==> config.mk <==
export PLATFORM = sky130hd
export DESIGN_NAME = vram_scroll_master_flat
export DESIGN_NICKNAME = d
export VERILOG_FILES = /design/src/rtl/vram_scroll_master_pkg.sv /design/src/rtl/vram_scroll_master_if.sv /design/src/rtl/vram_scroll_master.sv /design/src/flat_wrapper.sv
export SDC_FILE = /design/constraint.sdc
export NUM_CORES = 1
export LEC_CHECK = 0
export CORE_MARGIN = 2
export CORE_UTILIZATION = 45
export CTS_CLUSTER_SIZE = 28
export DETAILED_ROUTE_END_ITERATION = 7
export GPL_TIMING_DRIVEN = 0
export PLACE_DENSITY = 0.81
export SKIP_LAST_GASP = 1
export SLEW_MARGIN = 20
export SYNTH_ARGS = -nofsm -noshare
export SYNTH_HDL_FRONTEND = slang
export SYNTH_SLANG_ARGS = --single-unit
==> constraint.sdc <==
create_clock -name CLK -period 4.66 [get_ports CLK]
set_clock_uncertainty 0.1 [all_clocks]
set_input_delay 0.932 -clock CLK [delete_from_list [all_inputs] [get_ports CLK]]
set_output_delay 0.932 -clock CLK [all_outputs]
set_load 0.05 [all_outputs]
==> src/rtl/vram_scroll_master_pkg.sv <==
// Shared types and constants for the VRAM scroll master.
package vram_scroll_pkg;

  typedef enum logic [2:0] {IDLE, RD1, RD2, WR, INS, FIN} state_e;

  localparam logic [3:0] BYTE_EN_ALL     = 4'b1111;
  localparam int         VRAM_WINDOW_BIT = 9;

endpackage

==> src/rtl/vram_scroll_master_if.sv <==
// Avalon-MM bus between the scroll master and the VGA VRAM slave.
interface vram_scroll_master_if #(
  parameter int ADDR_W = 10
);
  logic              AVL_READ;
  logic              AVL_WRITE;
  logic              AVL_CS;
  logic [3:0]        AVL_BYTE_EN;
  logic [ADDR_W-1:0] AVL_ADDR;
  logic [31:0]       AVL_WRITEDATA;
  logic [31:0]       AVL_READDATA;

  modport master (
    output AVL_READ, AVL_WRITE, AVL_CS, AVL_BYTE_EN, AVL_ADDR, AVL_WRITEDATA,
    input  AVL_READDATA
  );

  modport slave (
    input  AVL_READ, AVL_WRITE, AVL_CS, AVL_BYTE_EN, AVL_ADDR, AVL_WRITEDATA,
    output AVL_READDATA
  );
endinterface

==> src/rtl/vram_scroll_master.sv <==
// Scrolls LINES VRAM words down by one row (highest first) and inserts
// NEW_WORD at row 0. Two-cycle reads, single-cycle writes, all outputs registered.
module vram_scroll_master
  import vram_scroll_pkg::*;
#(
  parameter int LINES  = 480,
  parameter int ADDR_W = 10
) (
  input  logic        CLK,
  input  logic        RESET,
  input  logic        START,
  input  logic [31:0] NEW_WORD,
  output logic        BUSY,
  output logic        DONE,
  vram_scroll_master_if.master avl
);

  localparam int              IDX_W    = VRAM_WINDOW_BIT;
  localparam logic [IDX_W-1:0] IDX_LAST = IDX_W'(LINES - 1);

  state_e             state_q;
  logic [IDX_W-1:0]   idx_q;
  logic [31:0]        nw_q;
  logic [31:0]        wdata_q;
  logic [ADDR_W-1:0]  addr_q;
  logic               read_q;
  logic               write_q;
  logic               busy_q;
  logic               done_q;

  // Output registers are loaded with the values of the state being entered,
  // so every output is a flop and nothing flows combinationally from inputs.
  always_ff @(posedge CLK) begin
    if (RESET) begin
      state_q <= IDLE;
      idx_q   <= '0;
      nw_q    <= '0;
      wdata_q <= '0;
      addr_q  <= '0;
      read_q  <= 1'b0;
      write_q <= 1'b0;
      busy_q  <= 1'b0;
      done_q  <= 1'b0;
    end else begin
      case (state_q)
        IDLE: begin
          if (START) begin
            nw_q   <= NEW_WORD;
            idx_q  <= IDX_LAST;
            busy_q <= 1'b1;
            if (LINES > 1) begin
              state_q <= RD1;
              read_q  <= 1'b1;
              addr_q  <= ADDR_W'(IDX_LAST - IDX_W'(1));
            end else begin
              state_q <= INS;
              write_q <= 1'b1;
              addr_q  <= '0;
              wdata_q <= NEW_WORD;
            end
          end
        end
        RD1: state_q <= RD2;
        RD2: begin
          // Slave data is valid at the end of the second read cycle.
          state_q <= WR;
          read_q  <= 1'b0;
          write_q <= 1'b1;
          addr_q  <= ADDR_W'(idx_q);
          wdata_q <= avl.AVL_READDATA;
        end
        WR: begin
          if (idx_q == IDX_W'(1)) begin
            state_q <= INS;
            addr_q  <= '0;
            wdata_q <= nw_q;
          end else begin
            state_q <= RD1;
            idx_q   <= idx_q - IDX_W'(1);
            write_q <= 1'b0;
            read_q  <= 1'b1;
            addr_q  <= ADDR_W'(idx_q - IDX_W'(2));
            wdata_q <= '0;
          end
        end
        INS: begin
          state_q <= FIN;
          write_q <= 1'b0;
          addr_q  <= '0;
          wdata_q <= '0;
          busy_q  <= 1'b0;
          done_q  <= 1'b1;
        end
        FIN: begin
          state_q <= IDLE;
          done_q  <= 1'b0;
        end
        default: begin
          state_q <= IDLE;
          read_q  <= 1'b0;
          write_q <= 1'b0;
          busy_q  <= 1'b0;
          done_q  <= 1'b0;
        end
      endcase
    end
  end

  assign BUSY              = busy_q;
  assign DONE              = done_q;
  assign avl.AVL_READ      = read_q;
  assign avl.AVL_WRITE     = write_q;
  assign avl.AVL_CS        = read_q | write_q;
  assign avl.AVL_BYTE_EN   = BYTE_EN_ALL;
  assign avl.AVL_ADDR      = addr_q;
  assign avl.AVL_WRITEDATA = wdata_q;

endmodule
==> src/flat_wrapper.sv <==
// flat-port wrapper written by rule: the top's interface ports become plain ports
module vram_scroll_master_flat import vram_scroll_pkg::*;
#(
  parameter int LINES  = 480,
  parameter int ADDR_W = 10
)
  (CLK, RESET, START, NEW_WORD, BUSY, DONE, avl_AVL_READ, avl_AVL_WRITE, avl_AVL_CS, avl_AVL_BYTE_EN, avl_AVL_ADDR, avl_AVL_WRITEDATA, avl_AVL_READDATA);
  vram_scroll_master_if #(.ADDR_W(ADDR_W)) avl_i ();
  input  logic CLK;
  input  logic RESET;
  input  logic START;
  input  logic [31:0] NEW_WORD;
  output logic BUSY;
  output logic DONE;
  output wire logic [$bits(avl_i.AVL_READ)-1:0] avl_AVL_READ;
  output wire logic [$bits(avl_i.AVL_WRITE)-1:0] avl_AVL_WRITE;
  output wire logic [$bits(avl_i.AVL_CS)-1:0] avl_AVL_CS;
  output wire logic [$bits(avl_i.AVL_BYTE_EN)-1:0] avl_AVL_BYTE_EN;
  output wire logic [$bits(avl_i.AVL_ADDR)-1:0] avl_AVL_ADDR;
  output wire logic [$bits(avl_i.AVL_WRITEDATA)-1:0] avl_AVL_WRITEDATA;
  input wire logic [$bits(avl_i.AVL_READDATA)-1:0] avl_AVL_READDATA;
  assign avl_AVL_READ = avl_i.AVL_READ;
  assign avl_AVL_WRITE = avl_i.AVL_WRITE;
  assign avl_AVL_CS = avl_i.AVL_CS;
  assign avl_AVL_BYTE_EN = avl_i.AVL_BYTE_EN;
  assign avl_AVL_ADDR = avl_i.AVL_ADDR;
  assign avl_AVL_WRITEDATA = avl_i.AVL_WRITEDATA;
  assign avl_i.AVL_READDATA = avl_AVL_READDATA;
  vram_scroll_master #(.LINES(LINES), .ADDR_W(ADDR_W)) u_core (.CLK(CLK), .RESET(RESET), .START(START), .NEW_WORD(NEW_WORD), .BUSY(BUSY), .DONE(DONE), .avl(avl_i));
endmodule
Yosys cells after proc, flatten, opt, wreduce, memory -nomap -nowiden. Cells that the tools add are included.

Add/subtract/negate cells: 2. Equality and inequality tests: 8. Multiplexer cells: 18. Bitwise gates (word level): 4. Reduce and logical (&&, ||, !) cells: 14.

Operator list (count): 32-bit one-hot mux with 3 select lines (1); 10-bit one-hot mux with 4 select lines (1); 32-bit two-way mux (1); 10-bit two-way mux (2); 9-bit two-way mux (2); 9-bit one-hot mux with 2 select lines (1); 3-bit one-hot mux with 5 select lines (1); 9-bit by 2-bit subtractor with 10-bit output (second input constant) (1); 9-bit by 1-bit == test with 1-bit output (second input constant) (1); 9-bit by 1-bit subtractor with 9-bit output (second input constant) (1); 2-bit AND reduction (4); 4-bit OR reduction (2); 3-bit by 2-bit == test with 1-bit output (second input constant) (2); 3-bit == test (second input constant) (2); 3-bit two-way mux (2); 1-bit one-hot mux with 3 select lines (2); 3-bit AND reduction (2); 3-bit OR reduction (2); 2-bit != test (second input constant) (2); 1-bit one-hot mux with 2 select lines (2); 4-bit nonzero test (1); 3-bit by 1-bit == test with 1-bit output (second input constant) (1); 3-bit logical NOT (1); 1-bit two-way mux (3); 4 further kinds (6).

Flip-flop bits (word level): 90. Logic and storage cells: 55.

Longest topological paths before layout.
Depth after elaboration: 4. Gate-level depth with buffers: 7. Depth with buffers taken out: 6.

Worst setup path before layout. OpenSTA, ideal clock, no wires.

Kind: register to output. Start: reg u_core.write_q, in the netlist u_core.avl.AVL_WRITE. End: out avl_AVL_CS. Arrival time: 0.994 ns. Slack: 2.634 ns. Cell stages (with the launch flop): 2. Buffers on the path: 0. Cells stage by stage: dfxtp_1 -> or2_2.

Word-level cells in the longest chain between the ends: 1.

RTL lines: from (decl) (RTL line vram_scroll_master.sv:27) `logic write_q;`; from (signal assigned) (RTL line vram_scroll_master.sv:41) `write_q <= 1'b0;`; from (signal assigned) (RTL line vram_scroll_master.sv:57) `write_q <= 1'b1;`; from (signal assigned) (RTL line vram_scroll_master.sv:68) `write_q <= 1'b1;`; 1-bit OR (RTL line vram_scroll_master.sv:113) `assign avl.AVL_CS = read_q | write_q;`; to (decl) (RTL line flat_wrapper.sv:17) `output wire logic [$bits(avl_i.AVL_CS)-1:0] avl_AVL_CS;`.

Every way passes these cells.

Worst setup path after layout.
Start: in START. End: reg u_core.nw_q[31].

Word-level cells in the longest chain between the ends: 1.

RTL lines: from (decl) (RTL line flat_wrapper.sv:11) `input logic START;`; 2-bit AND reduction (no source line); to (signal assigned) (RTL line vram_scroll_master.sv:37) `nw_q <= '0;`; to (signal assigned) (RTL line vram_scroll_master.sv:48) `nw_q <= NEW_WORD;`; to (decl) (RTL line vram_scroll_master.sv:23) `logic [31:0] nw_q;`.

Every way passes these cells. A chain may end at the register's enable or synchronous reset.

==> impl_metrics.py <==
metrics = {
    "outcome": {
        "status": "finished clean",
    },
    "setup_path": {
        "cp-start-kind": "primary input",
        "path_max_fanout": 10,
        "worstPathRequired_ps": 4840,
        "cp.arrival_ps": 2950,
        "cp-end-kind": "flop",
        "critPathCapture": "u_core.nw_q[31]",
        "reg2regPathDepth": 7,
        "reg2reg_to": "u_core.avl.AVL_WRITEDATA[25]",
        "crit_start": "START",
        "rr_startpoint": "u_core.idx_q[1]",
        "reg2reg_slack_ps": 2310,
        "path_class": "primary input to flop",
    },
    "yosys": {
        "synth_ff_type": "dfxtp_1",
        "ys_ff_latch": 90,
        "yosysSeqAreaShare": 0.438,
        "syn_area_um2": 4110,
        "synth_cell_types": 52,
        "async_reset_ff_frac": 0,
        "synth_edf_count": 0,
        "ys_warn_count": 0,
        "avgSynthCellArea_um2": 8.98,
        "synthCells": 458,
    },
    "sta": {
        "maxSlewViolCount": 0,
        "final.setup.tns_ps": 0,
        "final-setup-viol-count": 0,
        "rsz0062_at_grt": "false",
        "holdWs_ps": 364,
        "setup_ws_ps": 1900,
        "min_period_over_period": 0.593,
        "min_period_ps": 2760,
        "worst_pin_slew_ps": 973,
        "slew_headroom": 0.346,
        "final_hold_viol_count": 0,
        "fmax_ghz": 0.362,
    },
    "drt": {
        "drcViolationCount": 0,
        "wl_met3_um": 699,
        "met1Wirelength_um": 4900,
        "vias": 3905,
        "first_pass_iters": 5,
        "wl_per_cell_um": 16.4,
        "drt_wl_total_um": 11400,
        "antenna_left": 0,
        "vias_per_cell": 5.60,
        "drt-initial-drc-count": 287,
        "dr.max_layer_used": "met4",
        "wl_met2_um": 5490,
    },
    "placed_design": {
        "pre_cts_slack_ps": 1550,
        "gp_congestion": 0.954,
        "placed_area_um2": 5380,
        "dp_hpwl_um": 8530,
        "io_buffers": 112,
    },
    "hold_path": {
        "hold_path.class": "flop to flop",
        "hold_depth": 2,
    },
    "power": {
        "combPwrFrac": 0.375,
        "seqPwrFrac": 0.385,
        "sw_frac_of_total": 0.386,
        "power_density_nw_per_um2": 445,
        "ir_drop_mv": 0.184,
        "p_int_mw": 1.53,
        "power.switching_mw": 0.964,
        "power_frac_clock": 0.241,
        "p_leak_nw": 2.02,
    },
    "global_route": {
        "grt_max_degree": 16,
        "grt_antenna_before_repair": 0,
        "grt_pass1_wl_um": 18100,
        "track_usage": 0.228,
        "grt_pass1_vias": 3760,
        "grt_overflow": 0,
    },
    "floorplanning": {
        "die_y_um": 99.6,
        "row_count": 34,
        "core_area_um2": 8810,
        "io_pins": 118,
        "chipWidth_um": 99.6,
        "initial_core_util": 0.467,
        "dieArea_um2": 9920,
    },
    "clocking": {
        "path_clk_slew_ps": 90,
        "cts_resized": 0,
        "htree_num_levels": 3,
        "cts_buffers": 9,
        "postCtsSetupRepairBufs": 0,
        "cts_sinks": 90,
        "cts_root_buf": "clkbuf_8",
        "clock_path_buffers": 2,
        "ctsHoldBuffers": 0,
        "clock_latency_ps": 350,
        "tritoncts": "done",
    },
    "cells_and_area": {
        "nNetsFinal": 655,
        "fin_area_um2": 5610,
        "fillCellCount": 740,
        "antenna_cells": 0,
        "area_delta_synth_final_pct": 36.3,
        "drive_gt1_frac": 0.158,
    },
    "flow_run": {
        "max_cap_viol_count": 0,
    },
}
power groups by stage:
stage	registers, mW	logic, mW	clock network [mW]
after global routing	0.974	0.998	0.645
after floorplan	1.20	0.392	0
after global placement	0.969	0.915	0
after detailed placement	0.974	0.932	0
final	0.960	0.936	0.601
after CTS	0.958	0.934	0.606
worst max-delay path, stage by stage:
cell and delay (ps):
clkdlybuf4s50_1 580, nor4b_2 720, clkbuf_1 440, nand2_1 130
a21oi_1 140
how the worst min path moves through the flow:
stage | start | endpoint | slack, ps
2_1_floorplan | u_core.nw_q[0] | u_core.nw_q[0] | 340
3_3_place_gp | u_core.nw_q[2] | u_core.nw_q[2] | 350
3_5_place_dp | u_core.nw_q[31] | u_core.nw_q[31] | 350
4_1_cts | u_core.nw_q[31] | u_core.nw_q[31] | 370
5_1_grt | u_core.nw_q[30] | u_core.nw_q[30] | 390
6_report | u_core.nw_q[30] | u_core.nw_q[30] | 360
cell type report:
| type | instances | area [µm²] | share of cell area |
|---|---|---|---|
| Multi-Input combinational cell | 321 | 2090 | 0.372 |
| Sequential cell | 90 | 1800 | 0.321 |
| Timing Repair Buffer | 112 | 1120 | 0.200 |
| Buffer | 43 | 211 | 0.0377 |
| Clock buffer | 11 | 141 | 0.0252 |
| Tap cell | 108 | 135 | 0.0241 |
| Clock inverter | 5 | 86.3 | 0.0154 |
| Inverter | 7 | 26.3 | 0.00468 |
metal layers:
metal / up-vias / global-route usage
met2: 159 / 0.384
li1: 1888 / -
met1: 1828 / 0.293
met5: - / 0
met4: 0 / 0.0938
met3: 30 / 0.0351
placed cells by master, fill, tap and decap left out, types with 4 or more instances in the layout:
cell type,Yosys,routed
nor2b_1,4,4
a211oi_1,5,5
ha_1,4,4
conb_1,1,4
nor2_1,46,46
inv_1,7,7
o21ai_0,11,11
nand3b_1,4,4
nor3_2,27,27
nand3_1,6,6
clkbuf_1,22,23
dfxtp_1,90,90
a31oi_1,8,8
nand2_1,71,71
clkdlybuf4s50_1,0,112
clkbuf_8,0,10
a221oi_1,5,5
buf_1,4,4
a21oi_1,41,41
nor3_1,12,12
buf_4,4,4
a221oi_2,27,27
buf_2,10,10
or3_1,4,4
stage by stage:
stage	power (mW)	util	instances
2_1_floorplan	1.59	-	461
3_3_place_gp	1.88	0.611	681
3_5_place_dp	1.91	0.611	681
4_1_cts	2.50	0.637	697
5_1_grt	2.62	0.637	697
6_report	2.50	0.637	697
cell families (layout without fill, tap and decap cells):
logic type                 count (synthesis)  in the layout  share of synthesized area
buffers and inverters                     50            178                     0.0578
other                                      1              4                   0.000912
DFF                                       90             90                      0.438
adders and majority gates                  4              4                     0.0122
muxes                                      1              1                    0.00243
and+or+nand+nor                          193            193                      0.253
AOI/OAI and AO/OA                        117            117                      0.231
xor gates and xnor gates                   2              2                    0.00426
sequential cells by signal, indices dropped and copies added (netlist names):
name / count
u_core.BUSY: 1
u_core.DONE: 1
u_core.avl.AVL_ADDR: 10
u_core.avl.AVL_READ: 1
u_core.avl.AVL_WRITE: 1
u_core.avl.AVL_WRITEDATA: 32
u_core.idx_q: 9
u_core.nw_q: 32
u_core.state_q: 3
Yosys cell counts, types with 2 or more instances:
cell type  number  share of area
dfxtp_1        90           0.44
nand2_1        71          0.065
nor2_1         46          0.042
a21oi_1        41          0.050
a221oi_2       27          0.099
nor3_2         27          0.066
clkbuf_1       22          0.020
nor3_1         12          0.015
o21ai_0        11          0.013
buf_2          10          0.012
a31oi_1         8          0.012
inv_1           7         0.0064
nand3_1         6         0.0073
a211oi_1        5         0.0091
a221oi_1        5          0.011
buf_1           4         0.0036
buf_4           4         0.0073
ha_1            4          0.012
nand3b_1        4         0.0073
nor2b_1         4         0.0061
or3_1           4         0.0061
a32oi_1         3         0.0064
buf_6           3         0.0082
o21ai_1         3         0.0036
o31ai_1         3         0.0055
a2bb2oi_1       2         0.0043
nand2b_1        2         0.0030
nand4_1         2         0.0030
o211ai_1        2         0.0036
or2_2           2         0.0030
or4_1           2         0.0036
xnor2_1         2         0.0043
Power figures use the tool's default switching activity.
